### config.mk
export PLATFORM = sky130hd
export DESIGN_NAME = keypad_debounce_fsm_flat
export DESIGN_NICKNAME = d
export VERILOG_FILES = /design/src/rtl/keypad_debounce_if.sv /design/src/rtl/keypad_debounce_fsm.sv /design/src/flat_wrapper.sv
export SDC_FILE = /design/constraint.sdc
export NUM_CORES = 1
export LEC_CHECK = 0
export CORE_AREA = 4 4 85 166
export DETAILED_ROUTE_END_ITERATION = 7
export DIE_AREA = 0 0 89 170
export PLACE_DENSITY = 0.57
export SLEW_MARGIN = 20
export SYNTH_ARGS = -nofsm -noshare
export SYNTH_HDL_FRONTEND = slang
export SYNTH_SLANG_ARGS = --single-unit
export TNS_END_PERCENT = 10
### constraint.sdc
create_clock -name clk_i -period 2.55 [get_ports clk_i]
set_input_delay 0.3825 -clock clk_i [delete_from_list [all_inputs] [get_ports clk_i]]
set_output_delay 0.3825 -clock clk_i [all_outputs]
set_load 0.02 [all_outputs]
### src/rtl/keypad_debounce_if.sv
// Keypad debouncer bus: raw key lines and config in, debounced pattern and events out.
interface keypad_debounce_if #(
  parameter int unsigned WIDTH = 4,
  parameter int unsigned CNT_W = 32
);
  logic             en;
  logic [WIDTH-1:0] key_in;
  logic [CNT_W-1:0] debounce_period;
  logic [WIDTH-1:0] pattern;
  logic             press_pulse;
  logic             release_pulse;
  logic             held;
  logic             error;

  modport master (
    output en, key_in, debounce_period,
    input  pattern, press_pulse, release_pulse, held, error
  );

  modport slave (
    input  en, key_in, debounce_period,
    output pattern, press_pulse, release_pulse, held, error
  );
endinterface

### src/rtl/keypad_debounce_fsm.sv
// Keypad line debouncer: 2-flop synchroniser followed by a press/release FSM that debounces
// the whole WIDTH-bit pattern and flags illegal multi-key patterns.
module keypad_debounce_fsm #(
  parameter int unsigned WIDTH        = 4,
  parameter int unsigned CNT_W        = 32,
  parameter bit          ACTIVE_LOW   = 1'b1,
  parameter bit          ONEHOT_CHECK = 1'b1
) (
  input logic                clk_i,
  input logic                rst_i,
  keypad_debounce_if.slave   bus_io
);

  localparam logic [WIDTH-1:0] Inactive = ACTIVE_LOW ? {WIDTH{1'b1}} : {WIDTH{1'b0}};

  typedef enum logic [1:0] {StIdle, StPressWait, StHeld, StRelWait} state_e;

  state_e           state_q, state_d;
  logic [WIDTH-1:0] sync1_q, sync2_q;
  logic [WIDTH-1:0] act;
  logic [WIDTH-1:0] cand_q, cand_d;
  logic [WIDTH-1:0] pattern_q, pattern_d;
  logic [CNT_W-1:0] cnt_q, cnt_d;
  logic [CNT_W-1:0] period_eff;
  logic [CNT_W-1:0] cnt_inc;
  logic             reached;
  logic             press_q, press_d;
  logic             release_q, release_d;
  logic             held;

  function automatic logic is_legal(input logic [WIDTH-1:0] p);
    return !ONEHOT_CHECK || ($countones(p) == 1);
  endfunction

  assign act        = ACTIVE_LOW ? ~sync2_q : sync2_q;
  assign period_eff = (bus_io.debounce_period == '0) ? CNT_W'(1) : bus_io.debounce_period;
  assign cnt_inc    = (&cnt_q) ? cnt_q : cnt_q + CNT_W'(1);
  // Compared live so a period change mid-count applies on the very next cycle.
  assign reached    = (cnt_q >= period_eff);

  always_ff @(posedge clk_i or posedge rst_i) begin
    if (rst_i) begin
      sync1_q <= Inactive;
      sync2_q <= Inactive;
    end else begin
      sync1_q <= bus_io.key_in;
      sync2_q <= sync1_q;
    end
  end

  always_ff @(posedge clk_i or posedge rst_i) begin
    if (rst_i) begin
      state_q   <= StIdle;
      cand_q    <= '0;
      pattern_q <= '0;
      cnt_q     <= '0;
      press_q   <= 1'b0;
      release_q <= 1'b0;
    end else begin
      state_q   <= state_d;
      cand_q    <= cand_d;
      pattern_q <= pattern_d;
      cnt_q     <= cnt_d;
      press_q   <= press_d;
      release_q <= release_d;
    end
  end

  always_comb begin
    state_d   = state_q;
    cand_d    = cand_q;
    pattern_d = pattern_q;
    cnt_d     = cnt_q;
    press_d   = 1'b0;
    release_d = 1'b0;
    if (bus_io.en) begin
      case (state_q)
        StIdle: begin
          if (act != '0) begin
            state_d = StPressWait;
            cand_d  = act;
            cnt_d   = CNT_W'(1);
          end
        end
        StPressWait: begin
          if (act == '0) begin
            state_d = StIdle;
          end else if (act != cand_q) begin
            cand_d = act;
            cnt_d  = CNT_W'(1);
          end else if (reached) begin
            state_d   = StHeld;
            pattern_d = cand_q;
            press_d   = is_legal(cand_q);
          end else begin
            cnt_d = cnt_inc;
          end
        end
        StHeld: begin
          if (act != pattern_q) begin
            state_d = StRelWait;
            cnt_d   = CNT_W'(1);
          end
        end
        StRelWait: begin
          // Any pattern other than the held one, including a new key, counts as release.
          if (act == pattern_q) begin
            state_d = StHeld;
          end else if (reached) begin
            state_d   = StIdle;
            pattern_d = '0;
            release_d = is_legal(pattern_q);
          end else begin
            cnt_d = cnt_inc;
          end
        end
        default: state_d = StIdle;
      endcase
    end
  end

  assign held                 = (state_q == StHeld) || (state_q == StRelWait);
  assign bus_io.pattern       = pattern_q;
  assign bus_io.press_pulse   = press_q;
  assign bus_io.release_pulse = release_q;
  assign bus_io.held          = held;
  assign bus_io.error         = held & ~is_legal(pattern_q);

endmodule

### src/flat_wrapper.sv
// flat-port wrapper written by rule: the top's interface ports become plain ports
module keypad_debounce_fsm_flat 
#(
  parameter int unsigned WIDTH        = 4,
  parameter int unsigned CNT_W        = 32,
  parameter bit          ACTIVE_LOW   = 1'b1,
  parameter bit          ONEHOT_CHECK = 1'b1
)
  (clk_i, rst_i, bus_io_en, bus_io_key_in, bus_io_debounce_period, bus_io_pattern, bus_io_press_pulse, bus_io_release_pulse, bus_io_held, bus_io_error);
  keypad_debounce_if #(.WIDTH(WIDTH), .CNT_W(CNT_W)) bus_io_i ();
  input logic clk_i;
  input logic rst_i;
  input wire logic [$bits(bus_io_i.en)-1:0] bus_io_en;
  input wire logic [$bits(bus_io_i.key_in)-1:0] bus_io_key_in;
  input wire logic [$bits(bus_io_i.debounce_period)-1:0] bus_io_debounce_period;
  output wire logic [$bits(bus_io_i.pattern)-1:0] bus_io_pattern;
  output wire logic [$bits(bus_io_i.press_pulse)-1:0] bus_io_press_pulse;
  output wire logic [$bits(bus_io_i.release_pulse)-1:0] bus_io_release_pulse;
  output wire logic [$bits(bus_io_i.held)-1:0] bus_io_held;
  output wire logic [$bits(bus_io_i.error)-1:0] bus_io_error;
  assign bus_io_i.en = bus_io_en;
  assign bus_io_i.key_in = bus_io_key_in;
  assign bus_io_i.debounce_period = bus_io_debounce_period;
  assign bus_io_pattern = bus_io_i.pattern;
  assign bus_io_press_pulse = bus_io_i.press_pulse;
  assign bus_io_release_pulse = bus_io_i.release_pulse;
  assign bus_io_held = bus_io_i.held;
  assign bus_io_error = bus_io_i.error;
  keypad_debounce_fsm #(.WIDTH(WIDTH), .CNT_W(CNT_W), .ACTIVE_LOW(ACTIVE_LOW), .ONEHOT_CHECK(ONEHOT_CHECK)) u_core (.clk_i(clk_i), .rst_i(rst_i), .bus_io(bus_io_i));
endmodule
# Word level (Yosys, flattened, before mapping)
# Cells that the tools add are included.
[word_totals]
inputBits = 39
out_inout_bits = 8
reg_bits = 52
word_cells = 86
[op_classes]
reduce_logical = 12
order_cmp = 1
add_sub_neg = 7
n_mux = 36
eq_ne = 19
bitwise_logic = 3
[op_table]
columns = ["cell", "count"]
rows = [
  ["$mux 32", 8],
  ["$pmux 32 s4", 1],
  ["$add 32x32->32", 2],
  ["$eq 32x2->1 const B", 2],
  ["$add 32x1->32 const B", 1],
  ["$ge 32x32->1", 1],
  ["$logic_not 32->1", 1],
  ["$mux 4", 8],
  ["$reduce_and 32->1", 1],
  ["$pmux 4 s2", 2],
  ["$mux 2", 7],
  ["$ne 2x1->1 const B", 5],
  ["$reduce_and 5->1", 2],
  ["$mux 1", 9],
  ["$add 1x1->2", 4],
  ["$ne 4x4->1", 2],
  ["$pmux 2 s4", 1],
  ["$reduce_and 7->1", 1],
  ["$ne 2x2->1 const B", 3],
  ["$ne 3x1->1 const B", 2],
  ["$reduce_and 6->1", 1],
  ["$eq 2x2->1 const B", 2],
  ["$eq 4x4->1", 1],
  ["$logic_not 4->1", 1],
  ["9 further kinds", 10],
]

# Logic depth before layout (Yosys ltp)
[depth]
word_depth = 8
depth_mapped = 12
mapped_depth_nobuf = 11

# Worst setup path after synthesis
# No wires, ideal clock.
[synth_path]
path_type = "input-to-reg"
from = "input bus_io_debounce_period[24]"
to = "register u_core.cnt_q[17]"
path_stages = 11
path_buffers = 0
setup_time_ns = 0.066
path_slack_ns = -0.428
required_ns = 2.484
arrival_time_ns = 2.912
path_cell_list = "nor4_1 > nand4_1 > o21bai_1 > ha_1 > nand2b_1 > a2111oi_0 > or4_4 > a311oi_4 > or3_1 > or4_1 > nand2_1"
[synth_between]
elab_chain_len = 7
word_cells_on_any_way = 8
cone_classes = "order compare: 1; mux: 6; reduce/logical: 1"
[synth_lines]
columns = ["item", "line_no", "rtl"]
rows = [
  ["start, declared", "flat_wrapper.sv:15", "input wire logic [$bits(bus_io_i.debounce_period)-1:0] bus_io_debounce_period;"],
  ["$logic_not 32->1", "keypad_debounce_fsm.sv:36", "assign period_eff = (bus_io.debounce_period == '0) ? CNT_W'(1) : bus_io.debounce_period;"],
  ["$mux 32 (*)", "keypad_debounce_fsm.sv:36", ""],
  ["$ge 32x32->1 (*)", "keypad_debounce_fsm.sv:39", "assign reached = (cnt_q >= period_eff);"],
  ["$mux 32 (*)", "n/a", ""],
  ["$mux 32 (2 in series)", "n/a", ""],
  ["$pmux 32 s4 (*)", "n/a", ""],
  ["end signal, assigned", "keypad_debounce_fsm.sv:63", "cnt_q <= cnt_d;"],
  ["end, declared", "keypad_debounce_fsm.sv:23", "logic [CNT_W-1:0] cnt_q, cnt_d;"],
]
# Every way passes the cells marked *; elsewhere a longest branch is shown, timed or not. The select of a mux whose other input is x is not followed.
# A chain may end at the register's enable or synchronous reset.

# Final worst setup path
[layout_path]
from = "input bus_io_debounce_period[29]"
to = "register u_core.cnt_q[19]"
# The elaborated chain is that of the path after synthesis.

==> impl_results.rst <==
.. list-table::
   :header-rows: 1

   * - Metric
     - Value
   * - Run status
     - finished, violations left
   * - Violated checks
     - negative setup slack
   * - Commonest cells after routing, fill and taps aside
     - buf_4 (82), nand2_1 (51), dfrtp_1 (44)
   * - Critical path launch point type
     - input pin
   * - Critical path, cell by cell
     - buf_6, nor4_4, nand4_1, o21bai_1, ha_1, nand2b_4, a2111oi_4, or4_4, a311oi_4, buf_4, or3_4, or4_1, nand2_1
   * - Number of enable flip-flop cells after synthesis
     - 0
   * - Post-synthesis instance area
     - 3760 µm²
   * - Chip Width
     - 89 µm
   * - Hold/Removal Path Class
     - reg -> reg
   * - R2r setup slk
     - -360 ps
   * - Number of buffers on the longest clock path
     - 2
   * - Arrival @ worst endpoint
     - 3160 ps
   * - Leftover overflow at the end of global routing
     - 0
   * - Post-layout util
     - 0.429
   * - Setup violators final
     - 40
   * - Max-capacitance violation count
     - 0
   * - DRT Wirelength
     - 10900 µm
   * - Maximum fanout encountered on the critical timing path
     - 4
   * - Pin count of the biggest net entering global routing
     - 29
   * - Final critical-path required period
     - 2930 ps
   * - Setup repair after global routing missed its margin
     - true
   * - Leakage power of the design
     - 2.60 nW
   * - Worst Path Buf+Inv
     - 2
   * - Number of sinks on the clock net
     - 52
   * - Delay of the slowest critical-path stage
     - 400 ps
   * - TritonCTS clock tree
     - yes
   * - Most common cell after layout, fill and taps aside
     - buf_4
   * - Final worst path period share
     - 1.15
   * - Routability congestion estimate from global placement
     - 0.895
   * - Slowest cell on the critical path
     - or4_1
   * - Post-synthesis average cell area
     - 8.82 µm²
   * - Post-Route Setup TNS
     - -10760 ps
   * - Clock transition at the registers of the reported paths
     - 70 ps
   * - Detailed router's first-iteration violation count
     - 238
   * - Overall power after layout
     - 2.15 mW
   * - DIE AREA
     - 15100 µm²
   * - Antenna Diode Count
     - 0
   * - Global-route wire length before repair
     - 18300 µm
   * - Routed length per placed instance
     - 15.5 µm
   * - Layout cells sized above 1
     - 0.321
   * - Number of library cell types mapped by synthesis
     - 56
   * - Path length in cells of the critical path
     - 13
   * - Cts bufs inserted
     - 5
   * - Fraction of the yosys area taken by sequential cells
     - 0.349
   * - Number of non-filler instances in the completed layout
     - 707
   * - Worst Clk Skew
     - 9.60 ps
   * - Biggest area contributors in the synthesized netlist
     - dfrtp_1 (29%), ha_1 (13%), dfstp_2 (5.6%), nand2_1 (5.2%), inv_1 (4.2%)
   * - # port buffers
     - 46
   * - Synth top area share
     - 0.293
   * - Max-slew violations
     - 0
   * - Drt pass-1 iters
     - 4
   * - Total power divided by cell area
     - 388 nW/µm²
   * - Clock insertion delay at the later pin of the skew report
     - 300 ps
   * - # DRC
     - 0
   * - Die extent in y
     - 170 µm
   * - Antenna viol nets, final
     - 0
   * - Final-layout fill cell count
     - 1222
   * - Core area
     - 12900 µm²
   * - Post-detailed-placement half-perimeter wirelength
     - 8600 µm
   * - Vias
     - 3570
   * - Number of cells in the design after placement
     - 693
   * - Flip-flop cell with the highest count after synthesis
     - dfrtp_1
   * - Overall track demand over capacity in global routing
     - 0.153
   * - Total number of nets in the final design
     - 634
   * - Setup slack after layout
     - -376 ps
   * - Routed via count divided by cell count
     - 5.05
   * - Dominant cell type by area after synthesis
     - dfrtp_1
   * - Maximum resistive drop on vdd
     - 0.000303 V
   * - Net count after synthesis
     - 506
   * - Actual slew at the worst max-slew pin
     - 683 ps
   * - Number of antenna violations at the first check in global routing
     - 0
   * - Post-route standard cell area excluding fillers
     - 5540 µm²
   * - Relative slew margins
     - 0.540
   * - H-tree depth
     - 2
   * - Boundary Pins
     - 47
   * - Share of synthesized flip-flops with an asynchronous set or reset
     - 1.00
   * - Seq cells post-synth
     - 52
   * - Core Rows
     - 59
   * - Peak clock frequency supported by timing
     - 0.342 GHz
   * - Initial Utilization
     - 0.291
   * - Cell at the root of the clock tree
     - clkbuf_16
   * - Area growth from synthesis to layout
     - 47.4%
   * - FF-to-FF path depth
     - 10
   * - Instance count along the most critical hold path
     - 0
   * - Critical Setup Path Class
     - in -> reg
   * - Required time of the critical path
     - 2790 ps
   * - Top Family by Delay on Critical Path
     - simple AND/OR/NAND/NOR gates
   * - Count of yosys warnings during synthesis
     - 0
   * - Placed Area
     - 5120 µm²
   * - Vias in the first global route
     - 3862
   * - Crit end category
     - register
   * - Number of standard cells after synthesis
     - 426
   * - Final hold violation count
     - 0
## where the power goes
part	leakage [nW]	internal, mW	switching, mW
sequential	0.659	0.864	0.0481
combinational	1.86	0.217	0.230
clock	0.0804	0.467	0.321
## path summary, 6_finish.rpt
check                                      startpoint                end
max                        bus_io_debounce_period[29]   u_core.cnt_q[19]
min                                 u_core.sync1_q[2]  u_core.sync2_q[2]
max reg2reg                          u_core.cnt_q[11]  u_core.state_q[1]
min reg2reg                         u_core.sync1_q[2]  u_core.sync2_q[2]
max in group asynchronous                       rst_i   u_core.cnt_q[22]
min in group asynchronous                       rst_i   u_core.cand_q[2]
## synth_stat cells, types with 4 or more instances
| cell | count |
|---|---|
| nand2_1 | 52 |
| dfrtp_1 | 44 |
| inv_1 | 42 |
| ha_1 | 39 |
| nor2_1 | 35 |
| a21oi_1 | 25 |
| xnor2_1 | 18 |
| nand4_1 | 17 |
| nor4_1 | 16 |
| clkbuf_1 | 10 |
| nand3_1 | 10 |
| o21ai_0 | 9 |
| and3_1 | 8 |
| dfstp_2 | 8 |
| mux2i_1 | 8 |
| nor3_1 | 8 |
| a31oi_1 | 7 |
| a41o_1 | 7 |
| and2_1 | 6 |
| a21o_1 | 4 |
| nand2b_1 | 4 |
## cells by family after synthesis
logic type,share of synthesized area
buffers and inverters,0.0609
adders and majority gates,0.141
DFF,0.349
xor gates and xnor gates,0.0466
muxes,0.0213
and+or+nand+nor,0.249
AOI/OAI and AO/OA,0.132
## flip-flops by register name, summed over array words and instances, names as in the netlist
signal	count
u_core.bus_io.press_pulse	1
u_core.state_q	2
u_core.sync1_q	4
u_core.cnt_q	32
u_core.cand_q	4
u_core.sync2_q	4
u_core.bus_io.pattern	4
u_core.bus_io.release_pulse	1
## per-stage QoR
| stage | hold WS, ps | setup WS, ps |
|---|---|---|
| 2_1_floorplan | 345 | -196 |
| 3_3_place_gp | 345 | -1240 |
| 3_5_place_dp | 347 | -1260 |
| 4_1_cts | 358 | -590 |
| 5_1_grt | 361 | -496 |
| 6_report | 356 | -376 |
## timing repair
item	in CTS	in global routing
gates resized for setup	111	34
pin swaps	31	24
hold buffers	0	0
setup endpoints to repair	41	41
buffers inserted	4	4
## layout make-up
type,instances,area (µm²),share of cell area
clock inverters,3,46.3,0.00836
well taps,152,190,0.0343
clock buffers,5,125,0.0226
inverters,42,158,0.0285
flip-flops and latches,52,1310,0.237
multi-input cells,319,2590,0.468
repair buffers,134,1120,0.202
## routing by layer
| layer | global-route usage | share of wire | vias up |
|---|---|---|---|
| met2 | 0.297 | 0.58 | 71 |
| met3 | 0.0150 | 0.031 | 16 |
| met4 | 0.0629 | 0.026 | 0 |
| met1 | 0.160 | 0.36 | 1712 |
| met5 | 0 | 0 | - |
| li1 | - | - | 1771 |
Power figures use the tool's default switching activity.
